## src/rtl/uart_frame_sender.sv

```systemverilog
// Framed byte sender for the UART TX path: snapshots NUM_CH channel bytes and emits
// [header] ch0..chN-1 [checksum] over a valid/ready handshake with registered outputs.
module uart_frame_sender #(
  parameter int         NUM_CH        = 3,
  parameter bit         ZERO_SUB      = 1'b1,
  parameter bit         SEND_HEADER   = 1'b0,
  parameter logic [7:0] HEADER_BYTE   = 8'hAA,
  parameter bit         SEND_CHECKSUM = 1'b0
) (
  input  logic                  uart_clk,
  input  logic                  rst_n,
  input  logic                  enable,
  input  logic [8*NUM_CH-1:0]   ch_data,
  input  logic                  tx_ready,
  output logic [7:0]            tx_data,
  output logic                  tx_valid,
  output logic                  busy,
  output logic                  frame_done,
  output logic [7:0]            led
);

  typedef enum logic [1:0] {
    S_IDLE,
    S_HEADER,
    S_DATA,
    S_CHECK
  } state_e;

  // Five bits so the index can step past 15 when NUM_CH is 16.
  localparam int IDX_W = 5;
  localparam logic [IDX_W-1:0] LAST_IDX = IDX_W'(NUM_CH - 1);

  state_e               state_q,  state_d;
  logic [8*NUM_CH-1:0]  shadow_q, shadow_d;
  logic [IDX_W-1:0]     idx_q,    idx_d;
  logic [7:0]           acc_q,    acc_d;
  logic [7:0]           data_q,   data_d;
  logic                 valid_q,  valid_d;
  logic                 done_q,   done_d;

  logic                 accept;
  logic [7:0]           acc_next;

  function automatic logic [7:0] sub(input logic [7:0] x);
    sub = (ZERO_SUB && (x == 8'h00)) ? 8'h01 : x;
  endfunction

  function automatic logic [7:0] pick(input logic [8*NUM_CH-1:0] sh,
                                      input logic [IDX_W-1:0]   idx);
    pick = 8'h00;
    for (int i = 0; i < NUM_CH; i++) begin
      if (idx == IDX_W'(i)) pick = sh[8*i +: 8];
    end
  endfunction

  assign accept   = valid_q & tx_ready;
  // The offered byte is already substituted, so the sum covers bytes as sent.
  assign acc_next = acc_q + data_q;

  // The next byte is computed here and registered, so tx_data is ready the cycle
  // after an accept without any combinational path from tx_ready to the outputs.
  always_comb begin
    // NOTE: every variable gets a default before the case so no latch is inferred.
    state_d  = state_q;
    shadow_d = shadow_q;
    idx_d    = idx_q;
    acc_d    = acc_q;
    data_d   = data_q;
    valid_d  = valid_q;
    done_d   = 1'b0;

    case (state_q)
      S_IDLE: begin
        if (enable) begin
          shadow_d = ch_data;
          idx_d    = '0;
          acc_d    = 8'h00;
          valid_d  = 1'b1;
          if (SEND_HEADER) begin
            state_d = S_HEADER;
            data_d  = sub(HEADER_BYTE);
          end else begin
            state_d = S_DATA;
            data_d  = sub(ch_data[7:0]);
          end
        end
      end

      S_HEADER: begin
        if (accept) begin
          state_d = S_DATA;
          data_d  = sub(pick(shadow_q, '0));
        end
      end

      S_DATA: begin
        if (accept) begin
          acc_d = acc_next;
          idx_d = idx_q + 5'd1;
          if (idx_q == LAST_IDX) begin
            if (SEND_CHECKSUM) begin
              state_d = S_CHECK;
              data_d  = sub(acc_next);
            end else begin
              state_d = S_IDLE;
              valid_d = 1'b0;
              done_d  = 1'b1;
            end
          end else begin
            data_d = sub(pick(shadow_q, idx_q + 5'd1));
          end
        end
      end

      S_CHECK: begin
        if (accept) begin
          state_d = S_IDLE;
          valid_d = 1'b0;
          done_d  = 1'b1;
        end
      end

      default: begin
        state_d = S_IDLE;
        valid_d = 1'b0;
      end
    endcase
  end

  always_ff @(posedge uart_clk or negedge rst_n) begin
    if (!rst_n) begin
      state_q  <= S_IDLE;
      // NOTE: the shadow is plain flops rather than a RAM, so it takes the async reset too.
      shadow_q <= '0;
      idx_q    <= '0;
      acc_q    <= 8'h00;
      data_q   <= 8'h00;
      valid_q  <= 1'b0;
      done_q   <= 1'b0;
    end else begin
      // NOTE: non-blocking so every register updates from the same pre-edge values.
      state_q  <= state_d;
      shadow_q <= shadow_d;
      idx_q    <= idx_d;
      acc_q    <= acc_d;
      data_q   <= data_d;
      valid_q  <= valid_d;
      done_q   <= done_d;
    end
  end

  assign tx_data    = data_q;
  assign tx_valid   = valid_q;
  assign busy       = (state_q != S_IDLE);
  assign frame_done = done_q;
  assign led        = {busy, 3'b000, idx_q[3:0]};

endmodule

```

## config.mk

```make
export PLATFORM = sky130hd
export DESIGN_NAME = uart_frame_sender
export DESIGN_NICKNAME = d
export VERILOG_FILES = /design/src/rtl/uart_frame_sender.sv
export SDC_FILE = /design/constraint.sdc
export NUM_CORES = 1
export LEC_CHECK = 0
export ABC_CLOCK_PERIOD_IN_PS = 2400
export CAP_MARGIN = 40
export CORE_MARGIN = 1
export CORE_UTILIZATION = 40
export CTS_CLUSTER_DIAMETER = 100
export DETAILED_ROUTE_END_ITERATION = 12
export PLACE_DENSITY = 0.7
export SETUP_SLACK_MARGIN = 0.3
export SYNTH_ARGS = -nofsm -noshare
export SYNTH_HDL_FRONTEND = slang
export SYNTH_SLANG_ARGS = --single-unit
```

## constraint.sdc

```tcl
create_clock -name uart_clk -period 2.4 [get_ports uart_clk]
set_clock_uncertainty 0.05 [all_clocks]
set_input_delay 0.24 -clock uart_clk [delete_from_list [all_inputs] [get_ports uart_clk]]
set_output_delay 0.24 -clock uart_clk [all_outputs]
set_load 0.01 [all_outputs]
```

; After elaboration in Yosys (flattened, before gate mapping)
; Cells that the tools add are included.
[totals]
ff_bits = 41
inputBits = 28
output_inout_bits = 19
word_cells = 68
[op_classes]
add_sub_neg = 1
eq_ne = 12
mux = 34
bitwise = 1
reduce_logical = 14
[ops]
columns = operator, n
row1 = two-way mux 8 bit, 15
row2 = logical NOT 8 bit, 3
row3 = one-hot mux 8 bit (3 select lines), 1
row4 = AND reduction 5 bit, 3
row5 = "inequality test 2 bit, second input constant", 6
row6 = "== test 5 x 2 -> 1 bit, second input constant", 2
row7 = two-way mux 2 bit, 5
row8 = two-way mux 5 bit, 2
row9 = one-hot mux 5 bit (2 select lines), 1
row10 = one-hot mux 2 bit (4 select lines), 1
row11 = two-way mux 1 bit, 7
row12 = nonzero test 3 bit, 2
row13 = "adder 5 x 1 -> 5 bit, second input constant", 1
row14 = "== test 5 x 1 -> 1 bit, second input constant", 1
row15 = logical NOT 5 bit, 1
row16 = "== test 2 bit, second input constant", 2
row17 = nonzero test 2 bit, 2
row18 = one-hot mux 1 bit (3 select lines), 1
row19 = AND reduction 3 bit, 1
row20 = "== test 2 x 1 -> 1 bit, second input constant", 1
row21 = logical NOT 2 bit, 1
row22 = one-hot mux 1 bit (2 select lines), 1
row23 = AND reduction 2 bit, 1
row24 = AND 1 bit, 1

; Depth between registers and ports, before layout
[depth]
depth_word = 13
mapped_depth = 8
mapped_depth_nobuf = 7

; Least setup slack after synthesis
; Ideal clock, no wire load.
[synth_timing]
path_type = register to register
from = reg idx_q[0]
to = reg data_q[0], in the netlist tx_data[0]
setup_time_ns = 0.104
arrival_time_ns = 2.193
t_required_ns = 2.246
setup_slack_ns = 0.053
path_stages_with_launch = 9
n_path_buf = 1
synth_period_minus_slack_ns = 2.347
cell_sequence = dfrtp_1 > inv_1 > ha_1 > buf_6 > a21oi_2 > a21oi_1 > or4_1 > or4_1 > a221oi_1
[synth_via]
elab_chain_cells = 13
word_cells_on_any_way = 18
cone_classes = 1 x add/sub / 4 x eq/ne / 10 x mux / 3 x reduce/logical
[synth_rtl]
columns = item, line
row1 = from (decl), 35  ; logic [IDX_W-1:0] idx_q, idx_d;
row2 = from (signal assigned), 144  ; idx_q <= idx_d;
row3 = adder 5 x 1 -> 5 bit, 110  ; data_d = sub(pick(shadow_q, idx_q + 5'd1));
row4 = logical NOT 5 bit, 52  ; if (idx == IDX_W'(i)) pick = sh[8*i +: 8];
row5 = two-way mux 8 bit (3 in a row), 52
row6 = two-way mux 8 bit, 100  ; if (idx_q == LAST_IDX) begin
row7 = two-way mux 8 bit, 97  ; if (accept) begin
row8 = two-way mux 8 bit, 72  ; case (state_q)
row9 = logical NOT 8 bit, 45  ; sub = (ZERO_SUB && (x == 8'h00)) ? 8'h01 : x;
row10 = two-way mux 8 bit, 45
row11 = two-way mux 8 bit, 100
row12 = two-way mux 8 bit, 97
row13 = one-hot mux 8 bit (3 select lines), 72
row14 = to (signal assigned), 146  ; data_q <= data_d;
row15 = to (decl), 37  ; logic [7:0] data_q, data_d;
; Several ways; a longest one is shown, not always the timed one. The select of a mux whose other input is x is not followed.
; A chain may end at the register's enable or synchronous reset.

; Worst setup path after layout
[layout_timing]
from = reg idx_q[1]
to = reg data_q[0], in the netlist tx_data[0]
; Same word-level chain as after synthesis.

==> reports/qor.yml <==
cells_and_area:
  drive_gt1_frac: 0.256
  fill_cells: 429
  multi_input_area_um2: 930
  fin_cells: 301
  diodes: 0
  fin_nets: 266
  postLayoutCoreUtil: 0.556
  syn_to_final_growth_pct: 33.4
  regArea_um2: 978
grt:
  grt_pass1_wl_um: 6640
  grt_usage: 0.169
  grt.overflow.total: 0
  antenna_found_initial: 0
  grt_pass1_vias: 1381
  grt_max_degree: 39
cts:
  cts.sinks: 39
  cts_tree: "yes"
  clkLatencyLatePin_ns: 0.30
  cts.reportedPaths.clkPinSlew_ns: 0.07
  htree_levels: 2
  clockBufferDepth: 2
  root_buffer: "clkbuf_8"
  cts_buffers: 5
critical_path:
  worstPathRequired_ns: 2.56
  critPathArrivalTime_ns: 2.45
  slowest_stage: "or4_1"
  cp_num_buf_inv: 2
  rr_worst_depth: 8
  critPathMaxStageDelay_ns: 0.52
  path_max_fanout: 8
  cp_cell_sequence: "inv_4, ha_4, buf_6, a21oi_4, a21oi_2, or4_1, or4_4, a221oi_2"
  cp_top_family: "simple AND/OR/NAND/NOR gates"
  crit_type: "reg2reg"
  cp-end-kind: "flop"
  r2r-start: "idx_q[1]"
  critical_path.reg2reg.endpoint: "tx_data[0]"
  r2r_slack_ns: 0.10
  cp-start-kind: "flop"
power_and_ir_drop:
  vdd_drop_max_mv: 0.442
  powerDensity_nw_per_um2: 1300
  p_leak_uw: 0.00107
  p_total_uw: 3430
timing:
  worst_slack_ns: 0.101
  setup_violations: 0
  slew_viol_final: 0
  fin_crit_sh: 0.958
  rsz0062_at_grt: "yes"
  fmax_ghz: 0.435
  finalCriticalPeriod_ns: 2.30
  finalHoldViolCount: 0
synth:
  synth_mux_area_frac: 0.125
  synthesis.area_um2: 1980
  yosysWarnings: 0
  synthSimpleGateAreaFrac: 0.136
  postSynthAreaPerCell_um2: 10.7
  synthAdderAreaFrac: 0.0316
  synth_xor_area_frac: 0.00442
  synth_compound_area_frac: 0.142
  ys_seq_area_frac: 0.492
  netlist_instances: 186
  synth_top_family_by_area: "compound AO/OA/AOI/OAI gates"
  synth_seq_cells: 39
  ys_types: 36
route:
  vias: 1471
  viasPerCell: 4.89
  drt_wl_total_um: 4030
  drc: 0
  drtIter0Drc: 82
  ant_nets: 0
  post_drt_wl_per_cell_um: 13.4
  drt_pre_antenna_iters: 4
worst_hold_path:
  hold_class: "in2async"
job:
  cap_viol_max_count: 0
floorplan:
  core-area_um2: 4750
  fp.dieArea_um2: 5240
  die_y_um: 72.4
  pin_count: 47
  die_x_um: 72.4
  initial_core_util: 0.417
  core.rowCount: 25
placement:
  gp_congestion: 0.850
  hpwlAfterDp_um: 3030
  dp_cells: 290
  port-buffer-count: 43
  place_ws_ns: 0.0952
status:
  outcome: "complete, no violations"
[cells by family after synthesis]
family                   Yosys count
adder cells (fa/ha/maj)            5
multiplexers                      22
buffers and inverters             23
flip-flops                        39
AND/OR/NAND/NOR                   50
AO/OA/AOI/OAI                     45
XOR/XNOR                           1
other                              1
[timing repair]
action                                  4_1_cts  5_1_grt
pin swaps                                     0        3
hold buffers                                  1        0
gates cloned                                  0        0
endpoints found under the setup margin        1        1
gates resized for setup                       4        5
hold endpoints to repair                     39        0
buffers inserted                              1        1
[area by class of cell]
type,count,area share
flip-flops and latches,39,0.370
multi-input cells,126,0.352
repair buffers,56,0.205
well taps,67,0.0317
clock buffers,5,0.0260
inverters,5,0.00805
clock inverters,3,0.00757
[power breakdown]
part | total (uW) | internal [uW] | leakage, uW | switching, uW
registers | 1220 | 987 | 0.000468 | 230
clock network | 434 | 202 | 0.0000402 | 232
logic | 1780 | 972 | 0.000558 | 809
[layer usage]
metal / global-route usage / vias to the layer above / routed length, um
li1: - / 744 / -
met1: 0.231 / 681 / 1980
met2: 0.261 / 40 / 1840
met3: 0.0417 / 6 / 140
met4: 0.0588 / 0 / 68
met5: 0 / - / 0
[how the worst max path moves through the flow]
stage,from,end,slack [ns],cells after the start
final,idx_q[1],tx_data[0],0.10,8
after global routing,idx_q[1],tx_data[0],-0.03,8
after CTS,idx_q[0],tx_data[0],0.12,7
after detailed placement,idx_q[0],tx_data[0],0.1,7
after global placement,idx_q[0],tx_data[0],0.13,7
after floorplan,idx_q[0],tx_data[0],0.15,8
[layout by cell type, fill, tap and decap left out, types with 3 or more instances in the layout]
cell	Yosys	layout
nor2b_2	2	3
clkdlybuf4s50_1	0	42
nor2_1	15	15
nor2b_1	9	8
buf_4	10	10
mux2_2	22	22
clkbuf_8	0	5
a21oi_1	17	16
conb_1	1	3
ha_1	5	3
nand2_1	9	9
dfrtp_1	39	37
inv_1	5	3
a31oi_1	8	8
o21ai_0	7	7
nand3b_1	4	4
[through the flow]
step           hold slack (ns)  setup TNS (ns)  instance area [um2]
4_1_cts                  0.211               0                 2620
6_report                 0.217               0                 2640
5_1_grt                  0.221         -0.0306                 2640
3_5_place_dp          -0.00342               0                 2490
2_1_floorplan           -0.106               0                 2000
3_3_place_gp             0.342               0                 2470
[synth_stat cells]
| cell | n | area, um2 |
|---|---|---|
| inv_1 | 5 | 18.8 |
| and2_1 | 1 | 6.26 |
| nor3_1 | 1 | 5.00 |
| ha_1 | 5 | 62.6 |
| nand3_1 | 1 | 5.00 |
| a31o_2 | 1 | 8.76 |
| a221oi_1 | 3 | 26.3 |
| buf_6 | 1 | 11.3 |
| dfrtp_1 | 39 | 976 |
| and3_1 | 1 | 6.26 |
| a21oi_1 | 17 | 85.1 |
| nand2b_1 | 1 | 6.26 |
| a211oi_1 | 1 | 7.51 |
| a22oi_1 | 2 | 15.0 |
| nor3b_1 | 1 | 7.51 |
| nor2b_1 | 9 | 56.3 |
| o2bb2ai_1 | 1 | 8.76 |
| nand2_1 | 9 | 33.8 |
| nor2b_2 | 2 | 17.5 |
| nor4_1 | 1 | 6.26 |
| o21ai_0 | 7 | 35.0 |
| xor2_1 | 1 | 8.76 |
| or4_1 | 2 | 15.0 |
| and2b_2 | 2 | 17.5 |
| o41ai_1 | 1 | 8.76 |
| a31oi_1 | 8 | 50.1 |
| buf_4 | 10 | 75.1 |
| mux2_2 | 22 | 248 |
| clkbuf_1 | 6 | 22.5 |
| buf_2 | 1 | 5.00 |
| o32ai_1 | 1 | 8.76 |
| nand3b_1 | 4 | 30.0 |
| a32o_1 | 1 | 10.0 |
| a21oi_2 | 2 | 17.5 |
| nor2_1 | 15 | 56.3 |
| conb_1 | 1 | 3.75 |
[sequential cells by signal (all words and copies together) (netlist names)]
signal	count
idx_q	5
tx_data	8
frame_done	1
shadow_q	24
tx_valid	1
(Power assumes the default switching activity.)
